### config.mk
export PLATFORM = sky130hd
export DESIGN_NAME = neuron_mac_seq
export DESIGN_NICKNAME = d
export VERILOG_FILES = /design/src/rtl/neuron_mac_seq.sv
export SDC_FILE = /design/constraint.sdc
export NUM_CORES = 1
export LEC_CHECK = 0
export ABC_AREA = 1
export ABC_CLOCK_PERIOD_IN_PS = 10250
export BUFFER_PORTS_ARGS = -buffer_cell sky130_fd_sc_hd__buf_2
export CORE_MARGIN = 2
export CORE_UTILIZATION = 30
export DETAILED_ROUTE_END_ITERATION = 6
export SETUP_SLACK_MARGIN = 0.2
export SLEW_MARGIN = 5
export SYNTH_ARGS = -nofsm -noshare
export SYNTH_HDL_FRONTEND = slang
export SYNTH_SLANG_ARGS = --single-unit
### constraint.sdc
create_clock -name clk -period 10.25 [get_ports clk]
set_input_delay 1.025 -clock clk [delete_from_list [all_inputs] [get_ports clk]]
set_output_delay 1.025 -clock clk [all_outputs]
set_load 0.05 [all_outputs]
### src/rtl/neuron_mac_seq.sv
// Time-multiplexed single neuron: runtime-loadable weights/bias, one MAC per clock,
// valid/ready handshakes on the input vector and on the result.
//
// state | meaning
// IDLE  | waiting for an input vector; config writes accepted
// ACC   | one product accumulated per clock, idx walks 0..N_IN-1
// OUT   | result held on out_data/out_ovf until out_ready
module neuron_mac_seq #(
    parameter int N_IN  = 10,
    parameter int IN_W  = 9,
    parameter int W_W   = 10,
    parameter int B_W   = 8,
    parameter int OUT_W = 8,
    parameter int SHIFT = 10,
    parameter bit SAT   = 1'b1,
    parameter bit ACT   = 1'b0,
    localparam int AW   = (N_IN > 1) ? $clog2(N_IN) : 1
) (
    input  logic                   clk,
    input  logic                   rst_n,
    input  logic                   in_valid,
    output logic                   in_ready,
    input  logic [N_IN*IN_W-1:0]   in_vec,
    input  logic                   cfg_we,
    input  logic [AW-1:0]          cfg_addr,
    input  logic [W_W-1:0]         cfg_data,
    input  logic                   bias_we,
    input  logic [B_W-1:0]         bias_data,
    output logic                   cfg_ready,
    output logic                   out_valid,
    input  logic                   out_ready,
    output logic [OUT_W-1:0]       out_data,
    output logic                   out_ovf
);

    localparam int PW    = IN_W + W_W;
    localparam int ACC_W = PW - SHIFT + AW + 2;
    localparam logic signed [ACC_W-1:0] OMAX = ACC_W'((2 ** (OUT_W - 1)) - 1);
    localparam logic signed [ACC_W-1:0] OMIN = ~OMAX;

    typedef enum logic [1:0] {IDLE, ACC, OUT} state_t;

    state_t                   state_q, state_d;
    logic [AW-1:0]            idx_q, idx_d;
    logic signed [ACC_W-1:0]  acc_q, acc_d;
    logic [N_IN*IN_W-1:0]     in_q, in_d;
    logic signed [W_W-1:0]    w_q [N_IN];
    logic signed [W_W-1:0]    w_d [N_IN];
    logic signed [B_W-1:0]    bias_q, bias_d;
    logic [OUT_W-1:0]         out_data_q, out_data_d;
    logic                     out_ovf_q, out_ovf_d;

    logic                     cfg_open;
    logic signed [IN_W-1:0]   in_el;
    logic signed [W_W-1:0]    w_el;
    logic signed [PW-1:0]     prod;
    logic signed [PW-1:0]     prod_sh;
    logic signed [ACC_W-1:0]  acc_sum;
    logic signed [OUT_W-1:0]  res;
    logic                     res_ovf;

    assign cfg_open = (state_q == IDLE);

    // Datapath: current product and final result from the last accumulation step.
    always_comb begin
        in_el   = $signed(in_q[int'(idx_q)*IN_W +: IN_W]);
        w_el    = w_q[idx_q];
        prod    = PW'(in_el) * PW'(w_el);
        prod_sh = prod >>> SHIFT;
        acc_sum = acc_q + ACC_W'(prod_sh);
        res     = acc_sum[OUT_W-1:0];
        res_ovf = 1'b0;
        if (SAT) begin
            if (acc_sum > OMAX) begin
                res     = OMAX[OUT_W-1:0];
                res_ovf = 1'b1;
            end else if (acc_sum < OMIN) begin
                res     = OMIN[OUT_W-1:0];
                res_ovf = 1'b1;
            end
        end else begin
            res_ovf = (ACC_W'(res) != acc_sum);
        end
        if (ACT && res[OUT_W-1]) res = '0;
    end

    // Config writes land before a same-cycle input handshake, so bias_d feeds acc_d.
    always_comb begin
        w_d    = w_q;
        bias_d = bias_q;
        if (cfg_open && cfg_we && (int'(cfg_addr) < N_IN)) w_d[cfg_addr] = cfg_data;
        if (cfg_open && bias_we) bias_d = bias_data;
    end

    always_comb begin
        state_d    = state_q;
        idx_d      = idx_q;
        acc_d      = acc_q;
        in_d       = in_q;
        out_data_d = out_data_q;
        out_ovf_d  = out_ovf_q;
        unique case (state_q)
            IDLE: begin
                if (in_valid) begin
                    in_d    = in_vec;
                    acc_d   = ACC_W'(bias_d);
                    idx_d   = '0;
                    state_d = ACC;
                end
            end
            ACC: begin
                acc_d = acc_sum;
                idx_d = idx_q + 1'b1;
                if (idx_q == AW'(N_IN - 1)) begin
                    out_data_d = res;
                    out_ovf_d  = res_ovf;
                    state_d    = OUT;
                end
            end
            OUT: begin
                if (out_ready) state_d = IDLE;
            end
            default: state_d = IDLE;
        endcase
    end

    always_ff @(posedge clk or negedge rst_n) begin
        if (!rst_n) begin
            state_q    <= IDLE;
            idx_q      <= '0;
            acc_q      <= '0;
            in_q       <= '0;
            w_q        <= '{default: '0};
            bias_q     <= '0;
            out_data_q <= '0;
            out_ovf_q  <= 1'b0;
        end else begin
            state_q    <= state_d;
            idx_q      <= idx_d;
            acc_q      <= acc_d;
            in_q       <= in_d;
            w_q        <= w_d;
            bias_q     <= bias_d;
            out_data_q <= out_data_d;
            out_ovf_q  <= out_ovf_d;
        end
    end

    assign in_ready  = (state_q == IDLE);
    assign cfg_ready = (state_q == IDLE);
    assign out_valid = (state_q == OUT);
    assign out_data  = out_data_q;
    assign out_ovf   = out_ovf_q;

endmodule

; After elaboration in Yosys (flattened, before gate mapping)
; Index checks and enable logic that the tools add are counted.
[op_classes]
n_addsub = 2
mul = 2
magnitude_cmp = 6
eq_ne = 6
shifts = 1
mux = 19
n_bitwise = 2
reduce_logical = 10
[op_table]
columns = operator, n
row1 = bitwise mux 100 bit, 1
row2 = indexed part select 90 x 9 -> 9 bit, 1
row3 = binary-select mux 10 bit (select 4 bit), 1
row4 = demux 10 bit (select 4 bit), 1
row5 = 2-to-1 mux 10 bit, 3
row6 = one-hot mux 15 bit (2 select lines), 1
row7 = 2-to-1 mux 8 bit, 3
row8 = multiplier 9 x 10 -> 19 bit, 1
row9 = adder 15 x 9 -> 15 bit, 1
row10 = "> comparator 15 x 8 -> 1 bit, second input constant", 1
row11 = "less-than comparator 15 x 8 -> 1 bit, second input constant", 1
row12 = 2-to-1 mux 15 bit, 1
row13 = "greater-or-equal comparator 5 bit, second input constant", 2
row14 = inverter 4 -> 5 bit, 2
row15 = "multiplier 4 x 4 -> 8 bit, second input constant", 1
row16 = one-hot mux 4 bit (2 select lines), 1
row17 = 2-to-1 mux 2 bit, 3
row18 = one-hot mux 2 bit (3 select lines), 1
row19 = AND reduction 2 bit, 3
row20 = "less-than comparator 5 x 1 -> 1 bit, second input constant", 1
row21 = "adder 4 x 1 -> 4 bit, second input constant", 1
row22 = "equality test 4 bit, second input constant", 1
row23 = logical AND 1 bit, 4
row24 = "less-than comparator 4 bit, second input constant", 1
row25 = 9 further kinds, 11
[word_totals]
register_bits = 228
wordCells = 65

; Logic depth before layout (Yosys ltp)
[logic_depth]
word_depth = 9
depth_mapped = 44
depth_no_buf = 42

; Worst setup path after synthesis
; Ideal clock, no wire load.
[synth_timing]
path_kind = register -> register
from = register idx_q[0]
to = register out_ovf_q, in the netlist out_ovf
arrival_time_ns = 7.579
slack_ns = 2.554
path_stages_with_launch = 39
synth_period_minus_slack_ns = 7.696
path_cell_list = dfrtp_1 > inv_2 > buf_2 > clkbuf_1 > clkbuf_1 > o21ai_0 > o221ai_1 > o211ai_1 > o21ai_1 > nand2_1 > inv_1 > fa_1 > inv_1 > fa_1 > fa_1 > fa_1 > inv_1 > ha_1 > [... 3 more ...] > a211oi_1 > nand2_1 > nand2_2 > nand2_1 > ha_1 > nand2_1 > nand2_1 > a31oi_1 > nand3_1 > a21oi_1 > nor2_1 > nor2_1 > xor2_1 > nand3_1 > nand3_2 > nand2_1 > nand2_1 > nand2_1
[synth_between]
elab_chain_len = 9
word_cells_on_any_way = 14
[synth_rtl]
columns = element, line_no
row1 = start: declaration, 44  ; logic [AW-1:0] idx_q, idx_d;
row2 = start signal: assignment, 139  ; idx_q <= idx_d;
row3 = "parallel branches: the longest is 9 deep, another holds multiplier 9 x 10 -> 19 bit", -
row4 = end signal: assignment, 145  ; out_ovf_q <= out_ovf_d;
row5 = end: declaration, 51  ; logic out_ovf_q, out_ovf_d;
; Parallel ways; which one is timed is not known. The select of a mux whose other input is x is not followed.
; A chain may end at the register's enable or synchronous reset.

; Worst setup path after layout
[layout_timing]
from = register idx_q[0]
to = register out_data_q[5], in the netlist out_data[5]
[layout_between]
elab_chain_len = 9
word_cells_on_any_way = 14
[layout_rtl]
columns = element, line_no
row1 = "parallel branches: the longest is 9 deep, another holds multiplier 9 x 10 -> 19 bit", -
row2 = end signal: assignment, 144  ; out_data_q <= out_data_d;
row3 = end: declaration, 50  ; logic [OUT_W-1:0] out_data_q, out_data_d;
; Parallel ways; which one is timed is not known. The select of a mux whose other input is x is not followed.

==> run metrics <==
CTS tree=done; TritonCTS Buffers=24; Netlist cell types=47; routed len/inst=15.4 µm; synth warn=0; number of synthesized flops with an enable pin=0; Crit path required time=10700 ps; #FFs+latches synth=228; Worst Reg-to-Reg Cells=34; Min-Delay Path Class=register to register; Ports=130; Clock Path Buffers=3; vias in the first global route=12200; H-tree Lvls=1; vias per cell=4.81; Routability Congestion=0.841; Hold Crit Start=out_data[3]$_DFFE_PN0P_; Total Routing Usage GR=0.157; Slew Viols, Final=0; outcome=finished clean; clock slew at reported path FFs=70 ps; drt pass-1 iters=5; Final nets=2104; Syn-to-layout area delta=13.8%; DP HPWL=27.3 mm; Final Skew=18.6 ps; CTS Hold Buffers Added=0; crit end category=register; initial antenna violation count=0; Peak Freq=110 MHz; Core Region=47400 µm²; Critical Setup Path Class=register to register; Tcrit/Tclk final=0.885; total wire length=38.4 mm; RSZ-0062 raised after global routing=no; clk sinks=228; total negative setup slack=0 ps; pin count of the biggest net entering global routing=106; Die Span Y=222 µm; Top Family by Delay on Critical Path=adder cells; Worst setup SP type=register; post-synthesis async set-or-reset flop share=1.00; Die W=222 µm; CP max stage delay=830 ps; routed vias=12000; Synth Flop Type=dfrtp_1; # rows=80; full die area=49500 µm²; hold depth=2; Worst EP arrival=9520 ps; Slew headroom=0.299; Post-Syn Nets=2021; clk_lat worst skew=560 ps; r2r endpoint=out_data[5]$_DFFE_PN0P_; Setup Buffers After CTS=0; share of cells above drive strength 1=0.121; Post-Synthesis Cells=1772; Most common cell on crit path=nand2_1; PostCTS Resize Cnt=0; Cell Area, Synth=14300 µm²; flop2flop setup slack=1180 ps; register area share after synthesis=0.398; DRT antenna net count=0; CP bufs+invs=4; GR Overflow Total=0; Mean Syn Cell Area=8.08 µm²; DRC=0; first-pass GRT wire length=63.8 mm; most frequent cells in the layout=nand2_1, dfrtp_1, o21ai_0; Tmin final=9070 ps; r2r startpoint=idx_q[0]$_DFFE_PN0P_; DR iter-0 viols=690; PortBufs=129; Worst Max-Slew Pin Slew=1040 ps; slowest CP cell=dfrtp_4; Fin. Hold Viols=0; worst hold endpoint=out_data[3]$_DFFE_PN0P_; Root Buffer=clkbuf_16; antenna cells=0; max-cap violations=0; most common cell after layout, fill and taps aside=nand2_1; final setup fails=0; crit-path max FO=52; Starting Density=0.302
final cells by class:
type                            count  area, µm²
Tap cell                          615        769
Clock buffer                       35        682
Clock inverter                      9        124
Fill cell                        4994      31200
Sequential cell                   228       5710
Multi-Input combinational cell   1277       7570
Timing Repair Buffer              142        753
Inverter                          182        686
synthesized netlist by cell type, drive strengths merged, types with 15 or more instances:
library cell  count  area (µm²)
a21oi            35         175
buf              18         113
clkbuf           67         251
dfrtp           228        5710
fa               77        1540
ha               54         676
inv             181         679
nand2           629        2410
nand3            45         270
nor2            109         419
o211ai           15         118
o21ai           202        1020
o221ai           21         184
xor2             20         175
through the flow:
stage	setup slack, ps	utilization	instances	hold slack (ps)	cell area (µm²)
floorplan	2550	-	1772	443	14300
detailed placement	1000	0.326	2444	460	15500
global route	276	0.343	2488	486	16300
CTS	963	0.343	2488	477	16300
global placement	1240	0.326	2444	456	15500
finish	1180	0.343	2488	473	16300
worst reg2reg max path, delay by kind of cell, from the launching register on:
kind | cells | cell delay (ps)
xor gates and xnor gates | 1 | 240
buffers and inverters | 4 | 1000
DFF | 1 | 830
adders and majority gates | 7 | 3200
AOI/OAI and AO/OA | 10 | 2300
and+or+nand+nor | 12 | 1360
cells by family (layout without fill, tap and decap cells):
| family | Yosys count | count (layout) | synth area share |
|---|---|---|---|
| and+or+nand+nor | 794 | 794 | 0.222 |
| AOI/OAI and AO/OA | 307 | 307 | 0.122 |
| buffers and inverters | 267 | 368 | 0.0731 |
| DFF | 228 | 228 | 0.398 |
| adders and majority gates | 131 | 131 | 0.155 |
| xor gates and xnor gates | 30 | 30 | 0.0184 |
| muxes | 15 | 15 | 0.0110 |
how the worst max path moves through the flow:
stage | from | end | slack (ps) | cells after the start
finish | idx_q[0]$_DFFE_PN0P_ | out_data[5]$_DFFE_PN0P_ | 1180 | 34
global route | idx_q[0]$_DFFE_PN0P_ | out_data[4]$_DFFE_PN0P_ | 280 | 36
CTS | idx_q[0]$_DFFE_PN0P_ | out_data[4]$_DFFE_PN0P_ | 960 | 36
detailed placement | idx_q[0]$_DFFE_PN0P_ | out_data[5]$_DFFE_PN0P_ | 1000 | 34
global placement | idx_q[0]$_DFFE_PN0P_ | out_data[2]$_DFFE_PN0P_ | 1240 | 36
floorplan | idx_q[0]$_DFFE_PN0P_ | out_ovf$_DFFE_PN0P_ | 2550 | 38
flip-flops by register name, indices dropped and copies added, names as in the netlist:
signal / cells
in_q: 90
w_q: 100
acc_q: 15
bias_q: 8
out_data: 8
state_q: 2
out_ovf: 1
idx_q: 4
routing by layer:
| layer | vias up | global-route usage | part of all wire |
|---|---|---|---|
| met4 | 0 | 0.0370 | 0.019 |
| met1 | 5860 | 0.221 | 0.48 |
| met3 | 51 | 0.0184 | 0.042 |
| met5 | - | 0 | 0 |
| li1 | 5796 | - | - |
| met2 | 272 | 0.260 | 0.46 |
Power is left out: the tool's default activity adds up to more than one toggle a clock period on the data nets, which glitch-free logic cannot reach.
